File: src/rtl/frame_channel_arbiter_pkg.sv
// Shared types for the frame channel arbiter: request frames, grant vectors,
// registered host tx beats, debug statistics and the requester identity.
package frame_channel_arbiter_pkg;

  localparam int unsigned HDR_W  = 16;
  localparam int unsigned DATA_W = 32;
  localparam int unsigned STAT_W = 32;

  typedef enum logic {
    REQ_READER = 1'b0,
    REQ_WRITER = 1'b1
  } requester_e;

  // Read and write requests offered by one requester in a cycle.
  typedef struct packed {
    logic              rd_req;
    logic [HDR_W-1:0]  rd_hdr;
    logic              wr_req;
    logic [HDR_W-1:0]  wr_hdr;
    logic [DATA_W-1:0] wr_data;
  } frame_arb_t;

  // Per-channel grant vector; at most one field is set in any cycle.
  typedef struct packed {
    logic reader_grant;
    logic writer_grant;
  } channel_grant_arb_t;

  typedef struct packed {
    logic [HDR_W-1:0] hdr;
    logic             rdvalid;
  } tx_c0_t;

  typedef struct packed {
    logic [HDR_W-1:0]  hdr;
    logic [DATA_W-1:0] data;
    logic              wrvalid;
  } tx_c1_t;

  typedef struct packed {
    logic [STAT_W-1:0] rd_reader_cnt;
    logic [STAT_W-1:0] rd_writer_cnt;
    logic [STAT_W-1:0] wr_reader_cnt;
    logic [STAT_W-1:0] wr_writer_cnt;
    logic [STAT_W-1:0] c0_stall_cnt;
    logic [STAT_W-1:0] c1_stall_cnt;
  } t_AFU_DEBUG_RSP;

  function automatic requester_e other_req(input requester_e r);
    return (r == REQ_READER) ? REQ_WRITER : REQ_READER;
  endfunction

endpackage

File: src/rtl/frame_channel_arbiter_if.sv
// Bus between the QA drivers/host (master) and the frame channel arbiter
// (slave). dbg_arb exists only when QA_ARB_STATS_EN is defined.
interface frame_channel_arbiter_if;
  import frame_channel_arbiter_pkg::*;

  logic               afu_en;
  frame_arb_t         rd_frame;
  frame_arb_t         wr_frame;
  channel_grant_arb_t rd_read_grant;
  channel_grant_arb_t wr_write_grant;
  logic               c0_almost_full;
  logic               c1_almost_full;
  tx_c0_t             tx0;
  tx_c1_t             tx1;
`ifdef QA_ARB_STATS_EN
  t_AFU_DEBUG_RSP     dbg_arb;
`endif

  modport master (
    output afu_en, rd_frame, wr_frame, c0_almost_full, c1_almost_full,
    input  rd_read_grant, wr_write_grant, tx0, tx1
`ifdef QA_ARB_STATS_EN
    , input dbg_arb
`endif
  );

  modport slave (
    input  afu_en, rd_frame, wr_frame, c0_almost_full, c1_almost_full,
    output rd_read_grant, wr_write_grant, tx0, tx1
`ifdef QA_ARB_STATS_EN
    , output dbg_arb
`endif
  );

endinterface

File: src/rtl/frame_rr_arb2.sv
// Two-way round-robin arbiter with a burst cap. Grants are combinational;
// the pointer and burst counters advance on the clock edge of a grant.
module frame_rr_arb2
  import frame_channel_arbiter_pkg::*;
#(
  parameter int unsigned MAX_BURST = 4,
  parameter int unsigned BURST_W   = 3
) (
  input  logic clk,
  input  logic reset,
  input  logic en,
  input  logic req_reader,
  input  logic req_writer,
  output logic grant_reader,
  output logic grant_writer
);

  localparam logic [BURST_W-1:0] CAP = BURST_W'(MAX_BURST);

  requester_e         ptr, ptr_nxt, winner;
  logic [BURST_W-1:0] cnt_reader, cnt_writer;
  logic [BURST_W-1:0] cnt_reader_nxt, cnt_writer_nxt;
  logic [BURST_W-1:0] fav_cnt;
  logic               grant_any, both;

  // Pointer and burst counter registers.
  always_ff @(posedge clk or posedge reset) begin
    if (reset) begin
      ptr        <= REQ_READER;
      cnt_reader <= '0;
      cnt_writer <= '0;
    end else begin
      ptr        <= ptr_nxt;
      cnt_reader <= cnt_reader_nxt;
      cnt_writer <= cnt_writer_nxt;
    end
  end

  // Winner selection and next pointer/counter values; state holds when idle.
  always_comb begin
    winner         = REQ_READER;
    grant_any      = 1'b0;
    ptr_nxt        = ptr;
    cnt_reader_nxt = cnt_reader;
    cnt_writer_nxt = cnt_writer;
    both           = en && req_reader && req_writer;
    fav_cnt        = (ptr == REQ_READER) ? cnt_reader : cnt_writer;
    if (en && (req_reader || req_writer)) begin
      grant_any = 1'b1;
      if (both) begin
        winner = (fav_cnt == CAP) ? other_req(ptr) : ptr;
      end else begin
        winner = req_reader ? REQ_READER : REQ_WRITER;
      end
      ptr_nxt = other_req(winner);
      if (winner == REQ_READER) begin
        cnt_reader_nxt = !both ? '0 : (cnt_reader == CAP) ? cnt_reader : cnt_reader + 1'b1;
        cnt_writer_nxt = '0;
      end else begin
        cnt_writer_nxt = !both ? '0 : (cnt_writer == CAP) ? cnt_writer : cnt_writer + 1'b1;
        cnt_reader_nxt = '0;
      end
    end
  end

  assign grant_reader = grant_any && (winner == REQ_READER);
  assign grant_writer = grant_any && (winner == REQ_WRITER);

endmodule

File: src/rtl/frame_channel_arbiter.sv
// Shares host tx0 (read) and tx1 (write) between the frame reader and frame
// writer: one frame_rr_arb2 per channel, grant routing, registered tx beats.
// Optional statistics on dbg_arb when QA_ARB_STATS_EN is defined.
module frame_channel_arbiter
  import frame_channel_arbiter_pkg::*;
#(
  parameter int unsigned MAX_BURST = 4,
  parameter int unsigned BURST_W   = 3
) (
  input  logic                  clk,
  input  logic                  reset,
  frame_channel_arbiter_if.slave bus
);

  logic   rd_en, wr_en;
  logic   rd_g_reader, rd_g_writer, wr_g_reader, wr_g_writer;
  tx_c0_t tx0_q;
  tx_c1_t tx1_q;

  // Grants are suppressed while reset is high so nothing issued in that
  // cycle can be mistaken for a live grant by the requesters.
  assign rd_en = bus.afu_en && !bus.c0_almost_full && !reset;
  assign wr_en = bus.afu_en && !bus.c1_almost_full && !reset;

  frame_rr_arb2 #(.MAX_BURST(MAX_BURST), .BURST_W(BURST_W)) u_rd_arb (
    .clk          (clk),
    .reset        (reset),
    .en           (rd_en),
    .req_reader   (bus.rd_frame.rd_req),
    .req_writer   (bus.wr_frame.rd_req),
    .grant_reader (rd_g_reader),
    .grant_writer (rd_g_writer)
  );

  frame_rr_arb2 #(.MAX_BURST(MAX_BURST), .BURST_W(BURST_W)) u_wr_arb (
    .clk          (clk),
    .reset        (reset),
    .en           (wr_en),
    .req_reader   (bus.rd_frame.wr_req),
    .req_writer   (bus.wr_frame.wr_req),
    .grant_reader (wr_g_reader),
    .grant_writer (wr_g_writer)
  );

  assign bus.rd_read_grant.reader_grant  = rd_g_reader;
  assign bus.rd_read_grant.writer_grant  = rd_g_writer;
  assign bus.wr_write_grant.reader_grant = wr_g_reader;
  assign bus.wr_write_grant.writer_grant = wr_g_writer;

  // tx0: register the granted read header; header holds when idle.
  always_ff @(posedge clk or posedge reset) begin
    if (reset) begin
      tx0_q <= '0;
    end else begin
      tx0_q.rdvalid <= rd_g_reader || rd_g_writer;
      if (rd_g_reader)      tx0_q.hdr <= bus.rd_frame.rd_hdr;
      else if (rd_g_writer) tx0_q.hdr <= bus.wr_frame.rd_hdr;
    end
  end

  // tx1: register the granted write header and data; both hold when idle.
  always_ff @(posedge clk or posedge reset) begin
    if (reset) begin
      tx1_q <= '0;
    end else begin
      tx1_q.wrvalid <= wr_g_reader || wr_g_writer;
      if (wr_g_reader) begin
        tx1_q.hdr  <= bus.rd_frame.wr_hdr;
        tx1_q.data <= bus.rd_frame.wr_data;
      end else if (wr_g_writer) begin
        tx1_q.hdr  <= bus.wr_frame.wr_hdr;
        tx1_q.data <= bus.wr_frame.wr_data;
      end
    end
  end

  assign bus.tx0 = tx0_q;
  assign bus.tx1 = tx1_q;

`ifdef QA_ARB_STATS_EN
  t_AFU_DEBUG_RSP dbg_q;
  logic           c0_stall, c1_stall;

  assign c0_stall = bus.afu_en && bus.c0_almost_full &&
                    (bus.rd_frame.rd_req || bus.wr_frame.rd_req);
  assign c1_stall = bus.afu_en && bus.c1_almost_full &&
                    (bus.rd_frame.wr_req || bus.wr_frame.wr_req);

  // Wrapping grant and almost-full stall counters.
  always_ff @(posedge clk or posedge reset) begin
    if (reset) begin
      dbg_q <= '0;
    end else begin
      if (rd_g_reader) dbg_q.rd_reader_cnt <= dbg_q.rd_reader_cnt + 1'b1;
      if (rd_g_writer) dbg_q.rd_writer_cnt <= dbg_q.rd_writer_cnt + 1'b1;
      if (wr_g_reader) dbg_q.wr_reader_cnt <= dbg_q.wr_reader_cnt + 1'b1;
      if (wr_g_writer) dbg_q.wr_writer_cnt <= dbg_q.wr_writer_cnt + 1'b1;
      if (c0_stall)    dbg_q.c0_stall_cnt  <= dbg_q.c0_stall_cnt + 1'b1;
      if (c1_stall)    dbg_q.c1_stall_cnt  <= dbg_q.c1_stall_cnt + 1'b1;
    end
  end

  assign bus.dbg_arb = dbg_q;
`endif

endmodule

File: src/flat_wrapper.sv
// flat-port wrapper written by rule: the top's interface ports become plain ports
module frame_channel_arbiter_flat import frame_channel_arbiter_pkg::*;
#(
  parameter int unsigned MAX_BURST = 4,
  parameter int unsigned BURST_W   = 3
)
  (clk, reset, bus_afu_en, bus_rd_frame, bus_wr_frame, bus_c0_almost_full, bus_c1_almost_full, bus_rd_read_grant, bus_wr_write_grant, bus_tx0, bus_tx1);
  frame_channel_arbiter_if bus_i ();
  input  logic clk;
  input  logic reset;
  input wire logic [$bits(bus_i.afu_en)-1:0] bus_afu_en;
  input wire logic [$bits(bus_i.rd_frame)-1:0] bus_rd_frame;
  input wire logic [$bits(bus_i.wr_frame)-1:0] bus_wr_frame;
  input wire logic [$bits(bus_i.c0_almost_full)-1:0] bus_c0_almost_full;
  input wire logic [$bits(bus_i.c1_almost_full)-1:0] bus_c1_almost_full;
  output wire logic [$bits(bus_i.rd_read_grant)-1:0] bus_rd_read_grant;
  output wire logic [$bits(bus_i.wr_write_grant)-1:0] bus_wr_write_grant;
  output wire logic [$bits(bus_i.tx0)-1:0] bus_tx0;
  output wire logic [$bits(bus_i.tx1)-1:0] bus_tx1;
  assign bus_i.afu_en = bus_afu_en;
  assign bus_i.rd_frame = bus_rd_frame;
  assign bus_i.wr_frame = bus_wr_frame;
  assign bus_i.c0_almost_full = bus_c0_almost_full;
  assign bus_i.c1_almost_full = bus_c1_almost_full;
  assign bus_rd_read_grant = bus_i.rd_read_grant;
  assign bus_wr_write_grant = bus_i.wr_write_grant;
  assign bus_tx0 = bus_i.tx0;
  assign bus_tx1 = bus_i.tx1;
  frame_channel_arbiter #(.MAX_BURST(MAX_BURST), .BURST_W(BURST_W)) u_core (.clk(clk), .reset(reset), .bus(bus_i));
endmodule
File: config.mk
export PLATFORM = sky130hd
export DESIGN_NAME = frame_channel_arbiter_flat
export DESIGN_NICKNAME = d
export VERILOG_FILES = /design/src/rtl/frame_channel_arbiter_pkg.sv /design/src/rtl/frame_channel_arbiter_if.sv /design/src/rtl/frame_rr_arb2.sv /design/src/rtl/frame_channel_arbiter.sv /design/src/flat_wrapper.sv
export SDC_FILE = /design/constraint.sdc
export NUM_CORES = 1
export LEC_CHECK = 0
export ABC_AREA = 1
export BUFFER_PORTS_ARGS = -buffer_cell sky130_fd_sc_hd__buf_4
export CORE_ASPECT_RATIO = 1.25
export CORE_MARGIN = 5
export CORE_UTILIZATION = 43
export DETAILED_ROUTE_END_ITERATION = 8
export GPL_TIMING_DRIVEN = 0
export PLACE_DENSITY_LB_ADDON = 0.3
export SLEW_MARGIN = 10
export SYNTH_ARGS = -nofsm -noshare
export SYNTH_HDL_FRONTEND = slang
export SYNTH_SLANG_ARGS = --single-unit
File: constraint.sdc
create_clock -name clk -period 2.52 [get_ports clk]
set_clock_uncertainty 0.1 [all_clocks]
set_input_delay 0.252 -clock clk [delete_from_list [all_inputs] [get_ports clk]]
set_output_delay 0.252 -clock clk [all_outputs]
set_load 0.02 [all_outputs]
# Yosys cells after proc, flatten, opt, wreduce, memory -nomap -nowiden
# Cells that the tools add are included.
# W data, S select, Z words.
[op_classes] eq_ne=10 n_addsub=4 mux=34 bitwise_logic=2 reduce_logical=27
[ops] operator="$mux W48" n=2
[ops] operator="$mux W3" n=14
[ops] operator="$mux W16" n=2
[ops] operator="$eq A3 B3 Y1 const B" n=6
[ops] operator="$mux W1" n=16
[ops] operator="$logic_and A1 B1 Y1" n=14
[ops] operator="$add A3 B1 Y3 const B" n=4
[ops] operator="$reduce_and A2 Y1" n=4
[ops] operator="$ne A3 B2 Y1 const B" n=2
[ops] operator="$ne A3 B3 Y1 const B" n=2
[ops] operator="$logic_or A1 B1 Y1" n=4
[ops] operator="$reduce_bool A2 Y1" n=2
[ops] operator="$logic_not A1 Y1" n=3
[ops] operator="$not A1 Y1" n=2
[word_totals] ff_bits=80 input_bits=137 word_cells=88 out_inout_bits=70

# Logic depth before layout (Yosys ltp)
# Gate-level depths: netlist (run 1).
[logic_depth] depth_word=11 depth_mapped=9 depth_no_buf=8

# Hierarchy
# Synthesis (run 1) repeated with hierarchy kept, for this count alone.
[hier_totals] cells_unflattened=514 hier_area_um2=4002.6
[by_module_without_submodules] mod="frame_channel_arbiter" area_each_um2=2974.1 seq_area_each_um2=1651.6 cells_per_inst=362 instances=1
[by_module_without_submodules] mod="frame_rr_arb2" area_each_um2=514.2 seq_area_each_um2=175.2 cells_per_inst=76 instances=2

# Worst setup path after synthesis (run 1)
# Ideal clock, no wire load.
[synth_path] kind="input port to output port" startpoint="input port reset" endpoint="output port bus_wr_write_grant[0]" n_path_buf=2 t_arrival_ns=2.267 path_stages=7 slack_ns=-0.099 cell_sequence="inv_2 nand3_2 a21oi_4 buf_4 nand3_1 inv_1 buf_4"
[synth_between] elab_chain_cells=8 word_cells_on_any_way=10 classes_between="4 x mux; 6 x reduce/logical"
[synth_lines] element="from (decl)" line="flat_wrapper.sv:10" source="input logic reset;"
[synth_lines] element="$logic_not A1 Y1 *" line="frame_channel_arbiter.sv:23" source="assign wr_en = bus.afu_en && !bus.c1_almost_full && !reset;"
[synth_lines] element="$logic_and A1 B1 Y1 *" line="frame_channel_arbiter.sv:23"
[synth_lines] element="$logic_and A1 B1 Y1 (2 in series)" line="frame_rr_arb2.sv:46" source="both = en && req_reader && req_writer;"
[synth_lines] element="$mux W1" line="frame_rr_arb2.sv:50" source="if (both) begin"
[synth_lines] element="$mux W1 (2 in series)" line="frame_rr_arb2.sv:48" source="if (en && (req_reader || req_writer)) begin"
[synth_lines] element="$logic_and A1 B1 Y1 *" line="frame_rr_arb2.sv:67" source="assign grant_writer = grant_any && (winner == REQ_WRITER);"
[synth_lines] element="to (decl)" line="flat_wrapper.sv:17" source="output wire logic [$bits(bus_i.wr_write_grant)-1:0] bus_wr_write_grant;"
# Mark *: on every way between the ends. The rest lies on a longest branch, timed or not. The select of a mux whose other input is x is not followed.

# Final worst setup path (run 1)
# Same ends and word-level chain as after synthesis.

==> results of run 1 <==
==> state kept, by name (all words and copies together) (netlist names) <==
register / flops
u_core.bus.tx1: 49
u_core.bus.tx0: 17
u_core.u_rd_arb.cnt_reader: 3
u_core.u_rd_arb.cnt_writer: 3
u_core.u_wr_arb.cnt_reader: 3
u_core.u_wr_arb.cnt_writer: 3
u_core.u_rd_arb.ptr: 1
u_core.u_wr_arb.ptr: 1
==> per-stage QoR <==
stage,hold WS [ns],power (mW),setup slack [ns],instances
after floorplan,0.204,2.19,0.347,640
after global placement,0.360,2.77,-0.358,978
after detailed placement,0.367,2.79,-0.389,978
after CTS,-0.0736,4.02,0.0268,994
after global routing,-0.130,4.21,0.0466,994
final,-0.179,3.99,0.279,994
==> layout make-up <==
| type | count | area (um^2) |
|---|---|---|
| clock buffer | 9 | 225 |
| tap | 132 | 165 |
| timing repair buffer | 206 | 1550 |
| inverter | 119 | 459 |
| buffer | 32 | 223 |
| fill | 956 | 3930 |
| sequential | 80 | 2000 |
| clock inverter | 7 | 55.1 |
| multi-input combinational | 409 | 1910 |
==> worst max path at each step <==
stage / startpoint / to / slack (ns) / depth (start not counted)
floorplan: reset / bus_wr_write_grant[0] / 0.35 / 7
global placement: reset / bus_wr_write_grant[0] / -0.36 / 9
detailed placement: reset / bus_wr_write_grant[0] / -0.39 / 9
CTS: reset / bus_wr_write_grant[0] / 0.03 / 9
global route: reset / bus_wr_write_grant[0] / 0.05 / 9
finish: reset / bus_wr_write_grant[0] / 0.28 / 9
==> cells by family (layout without fill, tap and decap cells) <==
family / count (synthesis) / count (layout) / synth area share [%]
simple gates: 390 / 390 / 37.7
buf+inv: 151 / 373 / 14.6
flops: 80 / 80 / 43.7
fa+ha+maj: 8 / 8 / 2.19
compound gates: 7 / 7 / 1.01
xor+xnor: 4 / 4 / 0.765
==> what timing repair did <==
action                                  CTS  global route
gates resized for setup                   2             1
endpoints found under the hold margin    80            80
buffers inserted                          0             0
endpoints found under the setup margin    4             3
==> cell usage in the layout, fill, tap and decap left out, drive strengths merged <==
master / synthesis / routed
o21ai: 4 / 4
xnor2: 2 / 2
nor2: 17 / 17
clkbuf: 2 / 11
dfrtp: 80 / 80
nand3b: 1 / 1
clkinv: 0 / 3
nand2: 224 / 224
xor2: 2 / 2
nand3: 137 / 137
buf: 30 / 236
nand4: 11 / 11
clkinvlp: 0 / 2
inv: 119 / 121
ha: 8 / 8
a21oi: 3 / 3
==> layer usage <==
metal / global-route usage (%) / vias up / wire length [um]
li1: - / 2394 / -
met1: 26.8 / 2162 / 5330
met2: 35.6 / 217 / 6530
met3: 6.02 / 17 / 1440
met4: 5.79 / 0 / 191
met5: 0 / - / 0
==> power groups by stage <==
stage                     Sequential, mW  Combinational [mW]  Clock, mW
after floorplan                     1.85               0.343          0
after global placement              1.62                1.15          0
after detailed placement            1.62                1.17          0
after CTS                           1.61                1.17       1.25
after global routing                1.63                1.27       1.31
final                               1.61                1.15       1.23
==> out/summary.txt, run 1 <==
Fin. max-slew vios = 0
Setup TNS = 0 ns
Status = finished, violations left
Vias in the first global route = 4829
Synth Instances = 640
Sequential share of power = 40.3%
Die Width = 102 um
Drt drc = 0
Slew headroom = 62.8%
Final Hold Viols = 80
First-pass GRT wire length = 22.2 mm
RR Endpoint = u_core.bus.tx0[10]$_DFFE_PP0P_
TritonCTS Buffers = 9
Post-Syn Area per Cell = 7.16 um^2
Die Y = 125 um
Arrival time worst endpoint = 1.89 ns
Diode count = 0
Fin area = 6580 um^2
PD cells = 606 nW/um^2
Worst hold-check path type = input port to asynchronous set/reset pin
Worst Setup Path Type = input port to output port
Post-synth EDFFs = 0
Clk slew on worst S/H paths = 0.06 ns
Worst-skew pair later-pin latency = 0.33 ns
Top delay family on crit path = buffers and inverters
CTS tree = yes
RSZ-0062 raised after global routing = no
Largest cells by area after synthesis = dfrtp_1, nand2_1, nand3_1
Crit path cell chain = buf_4 -> clkinv_8 -> nand3_2 -> a21oi_4 -> buf_4 -> nand3_1 -> inv_1 -> buf_4 -> buf_4
Number of DRC markers in iteration 0 = 172
MaxCap Viol Count = 0
Ys async rst share = 100%
WP buf/inv = 6
Vias = 4790
R2r setup slk = 0.82 ns
Worst path max stage delay = 0.28 ns
Antenna violations before repair = 0
Share of the synthesized area in the top cell type = 43.7%
Min cycle time layout = 2.24 ns
Clock share of power = 30.8%
Mapped Area = 4580 um^2
Pin count of the biggest net entering global routing = 83
YS warnings = 0
Crit path top cell by count = buf_4
H-tree depth = 3
Slew @ Worst Pin = 0.557 ns
GRT Util Overall = 21.3%
Clk sinks = 80
Routed Antenna Nets = 0
# nets final = 1002
CP startpoint kind = input port
Post-synthesis sequential area ratio = 43.7%
Die ar. = 12800 um^2
Peak Freq = 0.446 GHz
Worst-path fanout max = 82
Failing checks = hold timing
Sw Pwr = 1.30 mW
DRT Wirelength = 13.5 mm
Wire per inst = 13.6 um
FF+latch count, synth = 80
DP HPWL = 10.5 mm
Min Hold Slack = -0.179 ns
Initial Util = 43.6%
Via density per instance = 4.82
Synth Net Count = 785
Row count = 42
Switch share = 32.5%
Critical R2R Launch = u_core.u_rd_arb.cnt_reader[0]$_DFFE_PP0P_
Int Power = 2.69 mW
Critical path capture point type = output port
Final GP Congestion = 0.847
R2r worst-path depth = 9
Port bufs = 206
CTS root buf = clkbuf_16
Comb power frac = 29.0%
P_leak = 4.00 nW
Required time of the critical path = 2.17 ns
Max VDD drop = 0.300 mV
CP max-delay cell = clkinv_8
GRT overflow = 0
Most common cell in the synthesized netlist = nand2_1
First-pass DRT Iterations = 4
Period utilisation layout = 88.9%
Synth area leader = dfrtp_1
Post-synth top cells = nand2_1, nand3_1, inv_1, dfrtp_1, nor2_1
Placed Area = 6290 um^2
Post-Route Utilization = 62.6%
Setup-failing EPs final = 0
Synth-to-layout area growth = 43.8%
Ports = 207
Most used flip-flop cell after synthesis = dfrtp_1
Layout cells sized above 1 = 30.5%
CTS Buffer Depth = 2
Core ar. = 10500 um^2
Number of distinct library cells after synthesis = 25
(Power assumes the default switching activity.)
==> inputs of run 2 (changes only) <==
--- a/config.mk
+++ b/config.mk
@@ -13,6 +13,7 @@
 export DETAILED_ROUTE_END_ITERATION = 8
 export GPL_TIMING_DRIVEN = 0
 export PLACE_DENSITY_LB_ADDON = 0.3
+export REMOVE_ABC_BUFFERS = 1
 export SLEW_MARGIN = 10
 export SYNTH_ARGS = -nofsm -noshare
 export SYNTH_HDL_FRONTEND = slang
==> out/summary.txt, run 2 (same netlist as run 1, synthesis figures left out) <==
Worst Setup Path Type = flop to output port (was input port to output port)
Sequential share of power = 39.4% (was 40.3%)
Pin count of the biggest net entering global routing = 49 (was 83)
Min Hold Slack = -0.00178 ns (was -0.179 ns)
Critical path capture point type = output port (unchanged)
TritonCTS Buffers = 9 (unchanged)
Clock share of power = 32.2% (was 30.8%)
Post-CTS resize count = 0 (was 2)
Total power draw = 4.08 mW (was 3.99 mW)
Inst Count DP = 949 (was 978)
Final Hold Viols = 2 (was 80)
Max VDD drop = 0.318 mV (was 0.300 mV)
Initial Util = 43.6% (unchanged)
Switch share = 31.5% (was 32.5%)
Period utilisation layout = 93.9% (was 88.9%)
CTS tree = yes (unchanged)
Worst hold-check path type = input port to asynchronous set/reset pin (unchanged)
DP HPWL = 9.92 mm (was 10.5 mm)
Final GP Congestion = 0.839 (was 0.847)
Peak Freq = 0.423 GHz (was 0.446 GHz)
Row count = 42 (unchanged)
MaxCap Viol Count = 0 (unchanged)
Vias in the first global route = 4757 (was 4829)
Fin area = 6530 um^2 (was 6580 um^2)
GRT Util Overall = 21.6% (was 21.3%)
Clk slew on worst S/H paths = 0.06 ns (about the same)
Comb power frac = 28.4% (was 29.0%)
Post-Route Utilization = 62.1% (was 62.6%)
Fin. max-slew vios = 0 (unchanged)
Vias = 4724 (was 4790)
Worst-path fanout max = 13 (was 82)
Setup TNS = 0 ns (unchanged)
Most common cell after layout, fill and taps aside = nand2_1 (unchanged)
Status = finished, violations left (unchanged)
Slew headroom = 38.2% (was 62.8%)
Routed Antenna Nets = 0 (unchanged)
Wire per inst = 13.9 um (was 13.6 um)
Min cycle time layout = 2.37 ns (was 2.24 ns)
Fin worst setup slack = 0.154 ns (was 0.279 ns)
Int Power = 2.80 mW (was 2.69 mW)
CP startpoint kind = flop (was input port)
PD cells = 625 nW/um^2 (was 606 nW/um^2)
Slew @ Worst Pin = 0.926 ns (was 0.557 ns)
Worst path max stage delay = 0.41 ns (was 0.28 ns)
Fill cells = 944 (was 956)
Crit path cell chain = inv_1 -> nand3_1 -> nand2_1 -> nand3_1 -> nand2_1 -> inv_1 -> buf_4 (was buf_4 -> clkinv_8 -> nand3_2 -> a21oi_4 -> buf_4 -> nand3_1 -> inv_1 -> buf_4 -> buf_4)
Max reg flops = 49 (unchanged)
Layout cells sized above 1 = 29.0% (was 30.5%)
Ports = 207 (unchanged)
Core ar. = 10500 um^2 (unchanged)
Placed Area = 6160 um^2 (was 6290 um^2)
Port bufs = 206 (unchanged)
Failing checks = hold timing (unchanged)
Most frequent cells in the layout = nand2_1, buf_4, nand3_1, inv_1, dfrtp_1 (unchanged)
CP max-delay cell = dfrtp_1 (was clkinv_8)
H-tree depth = 3 (unchanged)
Required time of the critical path = 2.17 ns (about the same)
Diode count = 0 (unchanged)
Final Non-Filler Cells = 969 (was 994)
Number of DRC markers in iteration 0 = 225 (was 172)
Sw Pwr = 1.29 mW (was 1.30 mW)
Die Y = 125 um (unchanged)
First-pass DRT Iterations = 5 (was 4)
CTS Buffer Depth = 2 (unchanged)
Antenna violations before repair = 0 (unchanged)
Setup WS pre-CTS = -0.227 ns (was -0.389 ns)
Via density per instance = 4.88 (was 4.82)
First-pass GRT wire length = 22.1 mm (was 22.2 mm)
Die Width = 102 um (unchanged)
CTS root buf = clkbuf_16 (unchanged)
Worst-skew pair later-pin latency = 0.33 ns (about the same)
P_leak = 3.94 nW (was 4.00 nW)
DRT Wirelength = 13.5 mm (about the same)
GRT overflow = 0 (unchanged)
Setup-failing EPs final = 0 (unchanged)
Clk sinks = 80 (unchanged)
Die ar. = 12800 um^2 (unchanged)
RSZ-0062 raised after global routing = no (unchanged)
Drt drc = 0 (unchanged)
Synth-to-layout area growth = 42.6% (was 43.8%)
# nets final = 977 (was 1002)
Arrival time worst endpoint = 2.01 ns (was 1.89 ns)
run 2: cell types whose count changed in the layout (fill, tap and decap cells not counted), sizes merged:
cell         delta
clkinv          -2
clkbuf          -2
bufbuf          +1
bufinv          +1
buf            -25
dlygate4sd3     +1
clkinvlp        +1
run 2: what timing repair did:
| item | CTS | global route |
|---|---|---|
| setup buffers | 1 | 0 |
| endpoints found under the hold margin | 17 | 0 |
| endpoints found under the setup margin | 2 | 0 |
| hold buffers | 2 | 0 |
run 2: final timing paths:
check | start | endpoint | slack [ns] | cells after the start
worst max-delay path | u_core.u_rd_arb.cnt_reader[0]$_DFFE_PP0P_ | bus_rd_read_grant[1] | 0.15 | 7
worst min-delay path | reset | u_core.u_wr_arb.cnt_reader[0]$_DFFE_PP0P_ | -0.002 | 4
worst max register to register | u_core.u_wr_arb.cnt_reader[1]$_DFFE_PP0P_ | u_core.bus.tx1[48]$_DFFE_PP0P_ | 0.63 | 8
worst min register to register | u_core.bus.tx0[4]$_DFFE_PP0P_ | u_core.bus.tx0[4]$_DFFE_PP0P_ | 0.38 | 2
max in group asynchronous | reset | u_core.bus.tx0[3]$_DFFE_PP0P_ | 1.25 | 3
min in group clk | bus_rd_frame[64] | u_core.bus.tx0[16]$_DFFE_PP0P_ | 0.03 | 3
run 2: worst max-delay path, delay by kind of cell, from the launching register on:
kind          cells  cell delay (ns)
flops             1             0.41
simple gates      4             0.72
buf+inv           3             0.55
run 2: final cells by class:
| type | instances | area (um^2) | share of cell area (%) |
|---|---|---|---|
| flip-flops and latches | 80 | 2000 | 30.7 |
| multi-input cells | 409 | 1910 | 29.3 |
| repair buffers | 213 | 1700 | 26.0 |
| inverters | 119 | 449 | 6.88 |
| clock buffers | 9 | 225 | 3.45 |
| well taps | 132 | 165 | 2.53 |
| clock inverters | 7 | 78.8 | 1.21 |
run 2: metal layers:
metal  GRT usage [%]  share of wire [%]
met5               0                  0
met3            5.18                9.1
met1            26.7                 41
met2            35.6                 48
met4            8.96                1.5
run 2: power groups by stage:
| stage | clock network, mW | logic, mW | registers, mW |
|---|---|---|---|
| 2_1_floorplan | 0 | 0.316 | 1.85 |
| 3_3_place_gp | 0 | 1.13 | 1.62 |
| 3_5_place_dp | 0 | 1.16 | 1.62 |
| 4_1_cts | 1.35 | 1.17 | 1.61 |
| 5_1_grt | 1.41 | 1.27 | 1.63 |
| 6_report | 1.32 | 1.16 | 1.61 |
